===== config.mk =====
export PLATFORM = sky130hd
export DESIGN_NAME = imem_loader
export DESIGN_NICKNAME = d
export VERILOG_FILES = /design/src/rtl/imem_loader.sv
export SDC_FILE = /design/constraint.sdc
export NUM_CORES = 1
export LEC_CHECK = 0
export ABC_AREA = 1
export BUFFER_PORTS_ARGS = -buffer_cell sky130_fd_sc_hd__buf_2
export CORE_MARGIN = 10
export CORE_UTILIZATION = 35
export CTS_BUF_LIST = sky130_fd_sc_hd__clkbuf_16
export CTS_CLUSTER_DIAMETER = 60
export DETAILED_ROUTE_END_ITERATION = 8
export GPL_ROUTABILITY_DRIVEN = 0
export MAX_ROUTING_LAYER = met4
export PLACE_DENSITY = 0.56
export SYNTH_ARGS = -nofsm -noshare
export SYNTH_HDL_FRONTEND = slang
export SYNTH_SLANG_ARGS = --single-unit

===== constraint.sdc =====
create_clock -name clk -period 2.1 [get_ports clk]
set_input_delay 0.42 -clock clk [delete_from_list [all_inputs] [get_ports clk]]
set_output_delay 0.42 -clock clk [all_outputs]
set_load 0.03 [all_outputs]

===== src/rtl/imem_loader.sv =====
// imem_loader: boot-time loader that fills the instruction memory from a
// length-prefixed, XOR-checksummed byte stream and holds the core in reset
// until a good image has arrived.
module imem_loader #(
    parameter int DEPTH = 256
) (
    input  logic        clk,
    input  logic        rst_n,
    input  logic        start,
    input  logic        rx_valid,
    input  logic [7:0]  rx_data,
    output logic        rx_ready,
    output logic        mem_we,
    output logic [31:0] mem_addr,
    output logic [31:0] mem_wdata,
    output logic        cpu_hold,
    output logic        busy,
    output logic        done,
    output logic        error
);

    // One extra bit so a word index equal to DEPTH never wraps.
    localparam int AW = (DEPTH > 1) ? $clog2(DEPTH) : 1;
    localparam int WW = AW + 1;

    typedef enum logic [2:0] {
        S_IDLE,
        S_LEN,
        S_DATA,
        S_CSUM,
        S_DONE,
        S_ERR
    } state_t;

    state_t          state_reg, state_next;
    logic [15:0]     len_reg, len_next;
    logic [1:0]      cnt_reg, cnt_next;
    logic [WW-1:0]   word_reg, word_next;
    logic [7:0]      acc_reg, acc_next;
    logic [23:0]     asm_reg, asm_next;
    logic            we_reg, we_next;
    logic [WW-1:0]   addr_reg, addr_next;
    logic [31:0]     wdata_reg, wdata_next;
    logic            hold_reg, hold_next;
    logic            busy_reg, busy_next;
    logic            done_reg, done_next;
    logic            error_reg, error_next;

    logic            accept;
    logic [15:0]     len_full;

    // rx_ready depends only on the state, never on rx_valid.
    assign rx_ready  = (state_reg == S_LEN) || (state_reg == S_DATA) || (state_reg == S_CSUM);
    assign accept    = rx_valid && rx_ready;
    assign len_full  = {rx_data, len_reg[7:0]};

    assign mem_we    = we_reg;
    assign mem_addr  = {{(30 - WW){1'b0}}, addr_reg, 2'b00};
    assign mem_wdata = wdata_reg;
    assign cpu_hold  = hold_reg;
    assign busy      = busy_reg;
    assign done      = done_reg;
    assign error     = error_reg;

    // State register.
    always_ff @(posedge clk or negedge rst_n) begin
        if (!rst_n) begin
            state_reg <= S_IDLE;
        end else begin
            state_reg <= state_next;
        end
    end

    // Datapath, write-port and status registers.
    always_ff @(posedge clk or negedge rst_n) begin
        if (!rst_n) begin
            len_reg   <= '0;
            cnt_reg   <= '0;
            word_reg  <= '0;
            acc_reg   <= '0;
            asm_reg   <= '0;
            we_reg    <= 1'b0;
            addr_reg  <= '0;
            wdata_reg <= '0;
            hold_reg  <= 1'b0;
            busy_reg  <= 1'b0;
            done_reg  <= 1'b0;
            error_reg <= 1'b0;
        end else begin
            len_reg   <= len_next;
            cnt_reg   <= cnt_next;
            word_reg  <= word_next;
            acc_reg   <= acc_next;
            asm_reg   <= asm_next;
            we_reg    <= we_next;
            addr_reg  <= addr_next;
            wdata_reg <= wdata_next;
            hold_reg  <= hold_next;
            busy_reg  <= busy_next;
            done_reg  <= done_next;
            error_reg <= error_next;
        end
    end

    // Next-state and next-register logic; everything holds unless changed,
    // except the write strobe which is a single-cycle pulse.
    always_comb begin
        state_next = state_reg;
        len_next   = len_reg;
        cnt_next   = cnt_reg;
        word_next  = word_reg;
        acc_next   = acc_reg;
        asm_next   = asm_reg;
        we_next    = 1'b0;
        addr_next  = addr_reg;
        wdata_next = wdata_reg;
        hold_next  = hold_reg;
        busy_next  = busy_reg;
        done_next  = done_reg;
        error_next = error_reg;

        case (state_reg)
            S_IDLE, S_DONE, S_ERR: begin
                if (start) begin
                    state_next = S_LEN;
                    done_next  = 1'b0;
                    error_next = 1'b0;
                    busy_next  = 1'b1;
                    hold_next  = 1'b1;
                    cnt_next   = '0;
                    word_next  = '0;
                    acc_next   = '0;
                    len_next   = '0;
                end
            end

            S_LEN: begin
                if (accept) begin
                    if (!cnt_reg[0]) begin
                        len_next[7:0] = rx_data;
                        cnt_next      = 2'd1;
                    end else begin
                        len_next[15:8] = rx_data;
                        cnt_next       = 2'd0;
                        if ({1'b0, len_full} > 17'(DEPTH)) begin
                            state_next = S_ERR;
                            error_next = 1'b1;
                            busy_next  = 1'b0;
                        end else if (len_full == 16'd0) begin
                            state_next = S_CSUM;
                        end else begin
                            state_next = S_DATA;
                        end
                    end
                end
            end

            S_DATA: begin
                if (accept) begin
                    acc_next = acc_reg ^ rx_data;
                    cnt_next = cnt_reg + 2'd1;
                    case (cnt_reg)
                        2'd0: asm_next[7:0]   = rx_data;
                        2'd1: asm_next[15:8]  = rx_data;
                        2'd2: asm_next[23:16] = rx_data;
                        default: begin
                            // Fourth byte completes the word: write it directly
                            // from the incoming byte and the three held lanes.
                            we_next    = 1'b1;
                            addr_next  = word_reg;
                            wdata_next = {rx_data, asm_reg};
                            word_next  = word_reg + 1'b1;
                            if (17'(word_reg) + 17'd1 == {1'b0, len_reg}) begin
                                state_next = S_CSUM;
                            end
                        end
                    endcase
                end
            end

            S_CSUM: begin
                if (accept) begin
                    busy_next = 1'b0;
                    if (rx_data == acc_reg) begin
                        state_next = S_DONE;
                        done_next  = 1'b1;
                        hold_next  = 1'b0;
                    end else begin
                        state_next = S_ERR;
                        error_next = 1'b1;
                    end
                end
            end

            default: begin
                state_next = S_IDLE;
            end
        endcase
    end

endmodule


# Yosys cells after proc, flatten, opt, wreduce, memory -nomap -nowiden

Index checks and enable logic that the tools add are counted.
Widths: inputs -> output; s select.

Bitwise operators: 2
Equal/unequal tests: 20
Muxes and demuxes: 50
Add/subtract/negate cells: 3
$lt $le $gt $ge: 1
Reduce and logical (&&, ||, !) cells: 26

Operator list:

| cell                 | count |
|---|---|
| $mux 16              | 2 |
| $mux 8               | 4 |
| $pmux 16 s2          | 1 |
| $mux 9               | 3 |
| $mux 3               | 8 |
| $mux 1               | 21 |
| $reduce_and 4->1     | 5 |
| $pmux 9 s2           | 1 |
| $eq 10x16->1         | 1 |
| $gt 16x9->1 const B  | 1 |
| $logic_not 16->1     | 1 |
| $ne 2x2->1 const B   | 8 |
| $pmux 8 s2           | 1 |
| $reduce_and 3->1     | 5 |
| $reduce_and 7->1     | 2 |
| $pmux 3 s4           | 1 |
| $add 9x1->10 const B | 1 |
| $add 9x1->9 const B  | 1 |
| $eq 8x8->1           | 1 |
| $xor 8x8->8          | 1 |
| $eq 3x2->1 const B   | 2 |
| $eq 3x3->1 const B   | 2 |
| $mux 2               | 3 |
| $ne 2x1->1 const B   | 3 |
| 16 further kinds     | 23 |

Output and inout bits: 70
Bits in registers: 108
Word-level logic and storage cells: 118

# Depth between registers and ports, before layout

Gate-level depths: netlist of the first run.

Depth in word-level cells: 6
Depth in mapped cells: 14
Depth with buffers taken out: 14

# Worst setup path after synthesis of the first run

No wires, ideal clock.

Path kind: reg-to-reg
Start point: reg word_reg[0]
End point: reg state_reg[2]
Setup slack: 0.423 ns
Arrival time: 1.557 ns
Stages on the path, launching flop included: 13
Buffers on the path: 0
Setup time: 0.121 ns
Clock period less this slack: 1.677 ns
Cell sequence: dfrtp_1 > ha_1 > nand3_1 > nor2_1 > nand2_1 > nand3_1 > nand2_1 > nor3_1 > nand2_1 > nand2_1 > nand2_2 > nand2_1 > nand2_1

Cells in the longest elaborated chain, start to end: 4

RTL lines:

| item                       | line | source |
|---|---|---|
| start: declaration         | 38   | `logic [WW-1:0] word_reg, word_next;` |
| start signal: assignment   | 92   | `word_reg <= word_next;` |
| $add 9x1->10               | 173  | `if (17'(word_reg) + 17'd1 == {1'b0, len_reg}) begin` |
| $eq 10x16->1               | 173  |  |
| $ne 2x1->1 (no line)       | -    |  |
| $reduce_and 7->1 (no line) | -    |  |
| end signal: assignment     | 70   | `state_reg <= state_next;` |
| end: declaration           | 35   | `state_t state_reg, state_next;` |

No other way between the ends.
A chain may end at the register's enable or synchronous reset.

# Worst setup path in the final report of the first run

Ends and elaborated chain as after synthesis.

==> results of run 1 <==
==> power by group through the flow <==
stage	clock, uW	sequential [uW]	combinational (uW)
after CTS	1750	2370	1460
after global routing	1850	2390	1620
after global placement	0	2400	1420
after detailed placement	0	2410	1450
after floorplan	0	2410	1090
final	1710	2370	1440
==> Yosys cell counts, drive strengths merged, types with 2 or more instances <==
library cell	number	area [sq um]
inv	47	176.4
nor2	47	232.7
or2	2	15.02
buf	36	261.5
nand4	7	43.79
nand3	26	130.1
xnor2	3	26.28
clkbuf	4	15.01
ha	5	62.56
o21ai	74	385.4
a21oi	4	20.02
dfrtp	108	2703
o211ai	2	20.02
xor2	5	43.79
o31ai	3	22.52
nand2	219	849.6
o22ai	4	25.02
nor3	3	15.01
==> cell families (layout without fill, tap and decap cells) <==
logic type	count (synthesis)	in the layout	share of synthesized area
adder cells (fa/ha/maj)	5	5	0.01230
AND/OR/NAND/NOR	304	304	0.2528
buffers and inverters	88	140	0.09075
AO/OA/AOI/OAI	89	89	0.09838
other	1	23	0.0007371
XOR/XNOR	8	8	0.01377
flip-flops	108	108	0.5312
==> how the worst max path moves through the flow <==
stage | start | to | slack, ns | cells after the start
5_1_grt | word_reg[0] | state_reg[1] | -0.02 | 12
2_1_floorplan | word_reg[0] | state_reg[2] | 0.42 | 12
6_report | word_reg[0] | state_reg[2] | 0.20 | 13
3_3_place_gp | word_reg[0] | state_reg[2] | 0.24 | 12
3_5_place_dp | word_reg[0] | state_reg[2] | 0.17 | 12
4_1_cts | word_reg[0] | state_reg[2] | 0.16 | 12
==> through the flow <==
stage / std cells / power, uW / worst slack [ns] / hold WS [ns] / TNS (ns)
final: 861 / 5518 / 0.2026 / 0.07781 / 0
after global routing: 861 / 5859 / -0.01745 / 0.1209 / -0.01745
after CTS: 860 / 5582 / 0.1557 / 0.09796 / 0
after detailed placement: 844 / 3861 / 0.1719 / 0.4536 / 0
after global placement: 844 / 3821 / 0.2445 / 0.4521 / 0
after floorplan: 625 / 3505 / 0.4226 / 0.1244 / 0
==> area by class of cell <==
type | instances | area, sq um
clock inverter | 7 | 75.07
timing repair buffer | 76 | 452.9
inverter | 48 | 185.2
fill | 1472 | 8469
clock buffer | 9 | 225.2
multi-input combinational | 429 | 2028
tap | 184 | 230.2
sequential | 108 | 2703
==> per-layer routing <==
| layer | GRT usage | up-vias |
|---|---|---|
| met2 | 0.2020 | 89 |
| met5 | - | - |
| met3 | 0.03347 | 12 |
| met4 | 0.04511 | 0 |
| li1 | - | 2018 |
| met1 | 0.1614 | 1878 |
==> repair_timing <==
item | 4_1_cts | 5_1_grt
endpoints found under the setup margin | 0 | 3
setup buffers | 0 | 1
gates resized for setup | 0 | 5
==> impl_table.tex, run 1 <==
\begin{tabular}{lr}
\hline
Metric & Value \\
\hline
\multicolumn{2}{l}{\textbf{Outcome}} \\
\quad Result of the run & finished, final reports clean \\
\multicolumn{2}{l}{\textbf{Global route}} \\
\quad Wire length of the first global-routing pass & 20560 um \\
\quad Total Routing Usage GR & 0.1302 \\
\quad Number of antenna violations at the first check in global routing & 0 \\
\quad Pin count of the biggest net entering global routing & 44 \\
\quad Global route total overflow & 0 \\
\quad Vias in the first global route & 4085 \\
\multicolumn{2}{l}{\textbf{Yosys}} \\
\quad Post-synth ARST share & 1.000 \\
\quad Cells after synthesis & 603 \\
\quad Mean instance size in the synthesized netlist & 8.437 sq um \\
\quad Number of flops mapped to enable cells by yosys & 0 \\
\quad Netlist cell types & 35 \\
\quad Portion of the post-synthesis area used by sequential elements & 0.5312 \\
\quad Count of synthesis-stage warnings from yosys & 0 \\
\quad Register bit total from synthesis & 108 \\
\quad Cell Area, Synth & 5087 sq um \\
\quad Most used flip-flop cell after synthesis & dfrtp\_1 \\
\multicolumn{2}{l}{\textbf{Worst setup path}} \\
\quad Most frequent cell on the critical path & nand2\_1 \\
\quad Crit Reg-Reg Startpoint & word\_reg[0] \\
\quad Critical Path Sink Type & flop \\
\quad Critical setup path kind & reg -> reg \\
\quad Crit path DAT & 2.13 ns \\
\quad Top Family by Delay on Critical Path & simple AND/OR/NAND/NOR gates \\
\quad Data required, critical path & about 2.3 ns \\
\quad Type of element launching the critical path & flop \\
\quad R2r setup slk & around 0.20 ns \\
\quad Cells traversed along the worst timing path & ha\_4 > nand3\_1 > nor2\_4 > buf\_4 > nand4\_1 > nand3\_1 > nand2\_1 > nor2\_1 > nand2\_1 > nand2\_1 > nand2\_2 > nand2\_1 > nand2\_1 \\
\quad Worst-path cell with the longest stage delay & dfrtp\_1 \\
\quad Largest incremental delay on the critical path & 0.44 ns \\
\quad Cells on worst reg2reg path & 13 \\
\quad Worst Path Buf+Inv & 1 \\
\quad Reg-to-reg critical path endpoint & state\_reg[2] \\
\quad Highest fanout seen on the critical path & 5 \\
\multicolumn{2}{l}{\textbf{Detailed routing}} \\
\quad Routed wire length & 12520 um \\
\quad Met1 wire length & 5661 um \\
\quad Wire length on met2 & 5924 um \\
\quad Avg Vias per Cell & 4.642 \\
\quad Drt first-iter violations & about 310 \\
\quad Uppermost layer routed & met4 \\
\quad DRC violation count after routing & 0 \\
\quad Pre-antenna DRT Iters & 5 \\
\quad Per-cell routed wire length & 14.54 um \\
\quad Remaining antenna violation count & 0 \\
\quad Vias after detailed routing & about 4000 \\
\quad Metal3 WL & 695 um \\
\multicolumn{2}{l}{\textbf{Clock tree}} \\
\quad Clock slew at the register clock pins of the worst setup and hold paths & approximately 0.07 ns \\
\quad Sink Count & 108 \\
\quad Max Buffers Root-to-Sink & 2 \\
\quad Buffer cell driving the clock tree root & clkbuf\_16 \\
\quad Hold\_buf cts & 0 \\
\quad TritonCTS clock tree & done \\
\quad Clock latency at the later pin of the worst-skew pair & 0.34 ns \\
\quad TritonCTS buffer count & 9 \\
\quad H-tree Lvls & 3 \\
\multicolumn{2}{l}{\textbf{Die}} \\
\quad Top-level I/O count & between 80 and 90 \\
\quad Die height & 140.6 um \\
\quad Core box area & 14370 sq um \\
\quad Width of the chip & 140.6 um \\
\quad Initial core utilization & 0.3541 \\
\quad Std-Cell Rows & 44 \\
\quad Die Footprint & 19760 sq um \\
\multicolumn{2}{l}{\textbf{Power and ir drop}} \\
\quad Clk network pwr share & 0.311 \\
\quad Worst vdd ir & 0.4981 mV \\
\quad Leak pwr & 0.003103 uW \\
\quad Proportion of total power due to net switching & 0.3466 \\
\quad Part of the total power dissipated in combinational logic & 0.260 \\
\quad Power density normalized to cell area & between 900 and 1000 nW/um\^{}2 \\
\quad Sequential share of power & 0.429 \\
\quad Net switching power figure & 1912 uW \\
\quad Internal Dissipation & 3605 uW \\
\multicolumn{2}{l}{\textbf{Place}} \\
\quad Placement Cell Area & 5569 sq um \\
\quad Buffers on Ports & 58 \\
\quad DP HPWL & 9228 um \\
\multicolumn{2}{l}{\textbf{Timing}} \\
\quad Transition at the pin with the smallest max-transition slack & 0.5793 ns \\
\quad Period minus WS final & 1.897 ns \\
\quad Final-report max-slew violation count & 0 \\
\quad Achievable frequency & 527.0 MHz \\
\quad Final clock period utilization by the worst path & 0.9035 \\
\quad Final count of negative-setup-slack endpoints & 0 \\
\quad Clock Skew & 0.009366 ns \\
\quad Rel. slew slack & 0.6138 \\
\quad Final count of hold timing violations & 0 \\
\multicolumn{2}{l}{\textbf{Finish}} \\
\quad Top library cells by usage in the layout, fill and taps aside & nand2\_1 (212), dfrtp\_1 (108), buf\_2 (57) \\
\quad Share of cells above drive strength 1 & 0.1743 \\
\quad Max FFs per register & 32 \\
\quad Number of antenna repair diodes & 0 \\
\quad Final core utilization & 0.4106 \\
\quad Most common cell after layout, fill and taps aside & nand2\_1 \\
\quad Number of nets in the layout & 689 \\
\quad Post-route cell area & 5899 sq um \\
\quad Layout overhead on the synthesized area & 15.96\% \\
\multicolumn{2}{l}{\textbf{Hold path}} \\
\quad Tightest Hold Check Type & in -> async \\
\multicolumn{2}{l}{\textbf{Job}} \\
\quad Number of max-cap violations & 0 \\
\hline
\end{tabular}
(Power assumes the default switching activity.)
==> run 2, diff against run 1 <==
==> constraint.sdc (replaced) <==
create_clock -name clk -period 1.9 [get_ports clk]
set_input_delay 0.38 -clock clk [delete_from_list [all_inputs] [get_ports clk]]
set_output_delay 0.38 -clock clk [all_outputs]
set_load 0.03 [all_outputs]
==> impl_table.tex, run 2 (same netlist as run 1, synthesis figures left out) <==
\begin{tabular}{lr}
\hline
Metric & Value \\
\hline
\multicolumn{2}{l}{\textbf{Timing}} \\
\quad Setup TNS & 0 ns (unchanged) \\
\quad Period minus WS final & 1.765 ns (was 1.897 ns) \\
\quad Clock Skew & 0.005137 ns (was 0.009366 ns) \\
\quad Final count of negative-setup-slack endpoints & 0 (unchanged) \\
\quad Achievable frequency & 566.6 MHz (was 527.0 MHz) \\
\quad Final clock period utilization by the worst path & 0.9289 (was 0.9035) \\
\quad Final count of hold timing violations & 0 (unchanged) \\
\quad Setup repair after global routing missed its margin & true \\
\quad Final-report max-slew violation count & 0 (unchanged) \\
\multicolumn{2}{l}{\textbf{Finish}} \\
\quad Non-filler instance count after layout & 869 (was 861) \\
\quad Max FFs per register & 32 (unchanged) \\
\quad Share of cells above drive strength 1 & 0.1942 (was 0.1743) \\
\quad Most common cell after layout, fill and taps aside & nand2\_1 (unchanged) \\
\quad Number of nets in the layout & 697 (was 689) \\
\quad Number of antenna repair diodes & 0 (unchanged) \\
\quad Final core utilization & 0.4169 (was 0.4106) \\
\quad Top library cells by usage in the layout, fill and taps aside & nand2\_1 (209), dfrtp\_1 (107), buf\_2 (57) (was nand2\_1 (212), dfrtp\_1 (108), buf\_2 (57)) \\
\quad Layout overhead on the synthesized area & 17.76\% (was 15.96\%) \\
\multicolumn{2}{l}{\textbf{Detailed routing}} \\
\quad Remaining antenna violation count & 0 (unchanged) \\
\quad Per-cell routed wire length & 14.55 um (was 14.54 um) \\
\quad Avg Vias per Cell & 4.665 (was 4.642) \\
\quad Routed wire length & 12650 um (was 12520 um) \\
\quad Vias after detailed routing & 4054 (was 3997) \\
\quad Pre-antenna DRT Iters & 5 (unchanged) \\
\quad DRC violation count after routing & 0 (unchanged) \\
\quad Drt first-iter violations & 322 (was 313) \\
\multicolumn{2}{l}{\textbf{Clock tree}} \\
\quad Max Buffers Root-to-Sink & 2 (unchanged) \\
\quad Clock slew at the register clock pins of the worst setup and hold paths & 0.07 ns (about the same) \\
\quad Sink Count & 108 (unchanged) \\
\quad TritonCTS buffer count & 9 (unchanged) \\
\quad Clock latency at the later pin of the worst-skew pair & 0.35 ns (was 0.34 ns) \\
\quad TritonCTS clock tree & done (unchanged) \\
\quad Buffer cell driving the clock tree root & clkbuf\_16 (unchanged) \\
\quad H-tree Lvls & 3 (unchanged) \\
\multicolumn{2}{l}{\textbf{Hold path}} \\
\quad Startpoint of the worst hold path & rx\_data[4] \\
\quad Tightest Hold Check Type & in -> reg (was in -> async) \\
\quad Number of instances on the worst hold path & 4 \\
\quad Hold Crit Endpoint & acc\_reg[4] \\
\multicolumn{2}{l}{\textbf{Die}} \\
\quad Width of the chip & 140.6 um (unchanged) \\
\quad Core box area & 14370 sq um (unchanged) \\
\quad Initial core utilization & 0.3541 (unchanged) \\
\quad Std-Cell Rows & 44 (unchanged) \\
\quad Top-level I/O count & 82 (unchanged) \\
\quad Die height & 140.6 um (unchanged) \\
\quad Die Footprint & 19760 sq um (unchanged) \\
\multicolumn{2}{l}{\textbf{Power and ir drop}} \\
\quad Worst vdd ir & 0.5553 mV (was 0.4981 mV) \\
\quad Final Total Pwr & 6148 uW (was 5518 uW) \\
\quad Leak pwr & 0.003155 uW (was 0.003103 uW) \\
\quad Power density normalized to cell area & 1026 nW/um\^{}2 (was 935.3 nW/um\^{}2) \\
\multicolumn{2}{l}{\textbf{Job}} \\
\quad Number of max-cap violations & 0 (unchanged) \\
\multicolumn{2}{l}{\textbf{Worst setup path}} \\
\quad R2r setup slk & 0.14 ns (was 0.20 ns) \\
\quad Cells on worst reg2reg path & 14 (was 13) \\
\quad Highest fanout seen on the critical path & 5 (unchanged) \\
\quad Critical Path Sink Type & flop (unchanged) \\
\quad Data required, critical path & 2.14 ns (was 2.34 ns) \\
\quad Crit Reg-Reg Startpoint & word\_reg[1] (was word\_reg[0]) \\
\quad Crit path DAT & 2.01 ns (was 2.13 ns) \\
\quad Reg-to-reg critical path endpoint & state\_reg[2] (unchanged) \\
\quad Critical setup path kind & reg -> reg (unchanged) \\
\quad Type of element launching the critical path & flop (unchanged) \\
\multicolumn{2}{l}{\textbf{Place}} \\
\quad DP HPWL & 9223 um (was 9228 um) \\
\quad Placed cell count & 850 (was 844) \\
\quad Buffers on Ports & 58 (unchanged) \\
\multicolumn{2}{l}{\textbf{Global route}} \\
\quad Number of antenna violations at the first check in global routing & 0 (unchanged) \\
\quad Total Routing Usage GR & 0.1318 (was 0.1302) \\
\quad Wire length of the first global-routing pass & 20760 um (was 20560 um) \\
\quad Vias in the first global route & 4074 (was 4085) \\
\quad Global route total overflow & 0 (unchanged) \\
\quad Pin count of the biggest net entering global routing & 64 (was 44) \\
\multicolumn{2}{l}{\textbf{Outcome}} \\
\quad Result of the run & finished, final reports clean (unchanged) \\
\hline
\end{tabular}
==> run 2: cell types whose count changed in the layout (fill, tap and decap cells not counted), moves of 2 or more <==
cell     previous run  this run
nand2_1           212       209
buf_4              17        24
nand2_2             5         7
inv_1              43        41
==> run 2: how the worst max path moves through the flow <==
stage | start | end | slack (ns) | cells past startpoint
global placement | word_reg[0] | state_reg[2] | 0.05 | 12
floorplan | word_reg[0] | state_reg[2] | 0.22 | 12
finish | word_reg[1] | state_reg[2] | 0.14 | 14
CTS | word_reg[0] | state_reg[2] | 0.03 | 12
detailed placement | word_reg[0] | state_reg[2] | -0.04 | 12
global route | word_reg[0] | state_reg[2] | -0.02 | 12
==> run 2: layer usage <==
metal / share of wire / up-vias / track usage
met5: 0 / - / -
met4: 0.023 / 0 / 0.05870
met3: 0.056 / 18 / 0.03178
met2: 0.46 / 103 / 0.2002
met1: 0.46 / 1902 / 0.1633
li1: - / 2031 / -
==> run 2: timing repair <==
item                                   CTS  global route
setup endpoints to repair                3            30
hold buffers                             1             0
resized for setup                        1            14
pin swaps                                0             3
endpoints found under the hold margin   20             0
buffers inserted                         0             2
==> run 2: worst max-delay path, stage by stage (launching register included) <==
cell and delay (ns):
dfrtp_1 0.41, buf_4 0.14, nand2_1 0.06, nor2_2 0.22, nand2_1 0.11, nand3_1 0.08, nand2_1 0.07, nor2_1 0.08
nand2_1 0.07, nor2_1 0.08, nand2_1 0.08, nand2_2 0.09, nand2_2 0.07, nand2_1 0.06, nand2_1 0.05
==> run 2: per-stage QoR <==
| step | hold WS [ns] | instance area [sq um] | worst slack, ns |
|---|---|---|---|
| after global routing | 0.3868 | 5991 | -0.02365 |
| after floorplan | 0.08441 | 5170 | 0.2226 |
| after detailed placement | 0.3103 | 5614 | -0.03531 |
| after CTS | 0.3543 | 5927 | 0.02505 |
| after global placement | 0.3104 | 5614 | 0.04741 |
| final | 0.3580 | 5991 | 0.1352 |
==> run 2: report_power, final <==
| group | internal [uW] | leakage, uW | switching (uW) |
|---|---|---|---|
| clock | 1030 | 0.000147 | 869 |
| combinational | 518 | 0.00153 | 1110 |
| sequential | 2480 | 0.00148 | 136 |
| total | 4030 | 0.00316 | 2120 |
==> run 2: final cells by class <==
cell class / instances / area (sq um)
Fill cell: 1479 / 8378
Sequential cell: 108 / 2704
Timing Repair Buffer: 84 / 515.5
Multi-Input combinational cell: 429 / 2053
Tap cell: 184 / 230.2
Clock inverter: 7 / 75.07
Inverter: 48 / 187.7
Clock buffer: 9 / 225.2
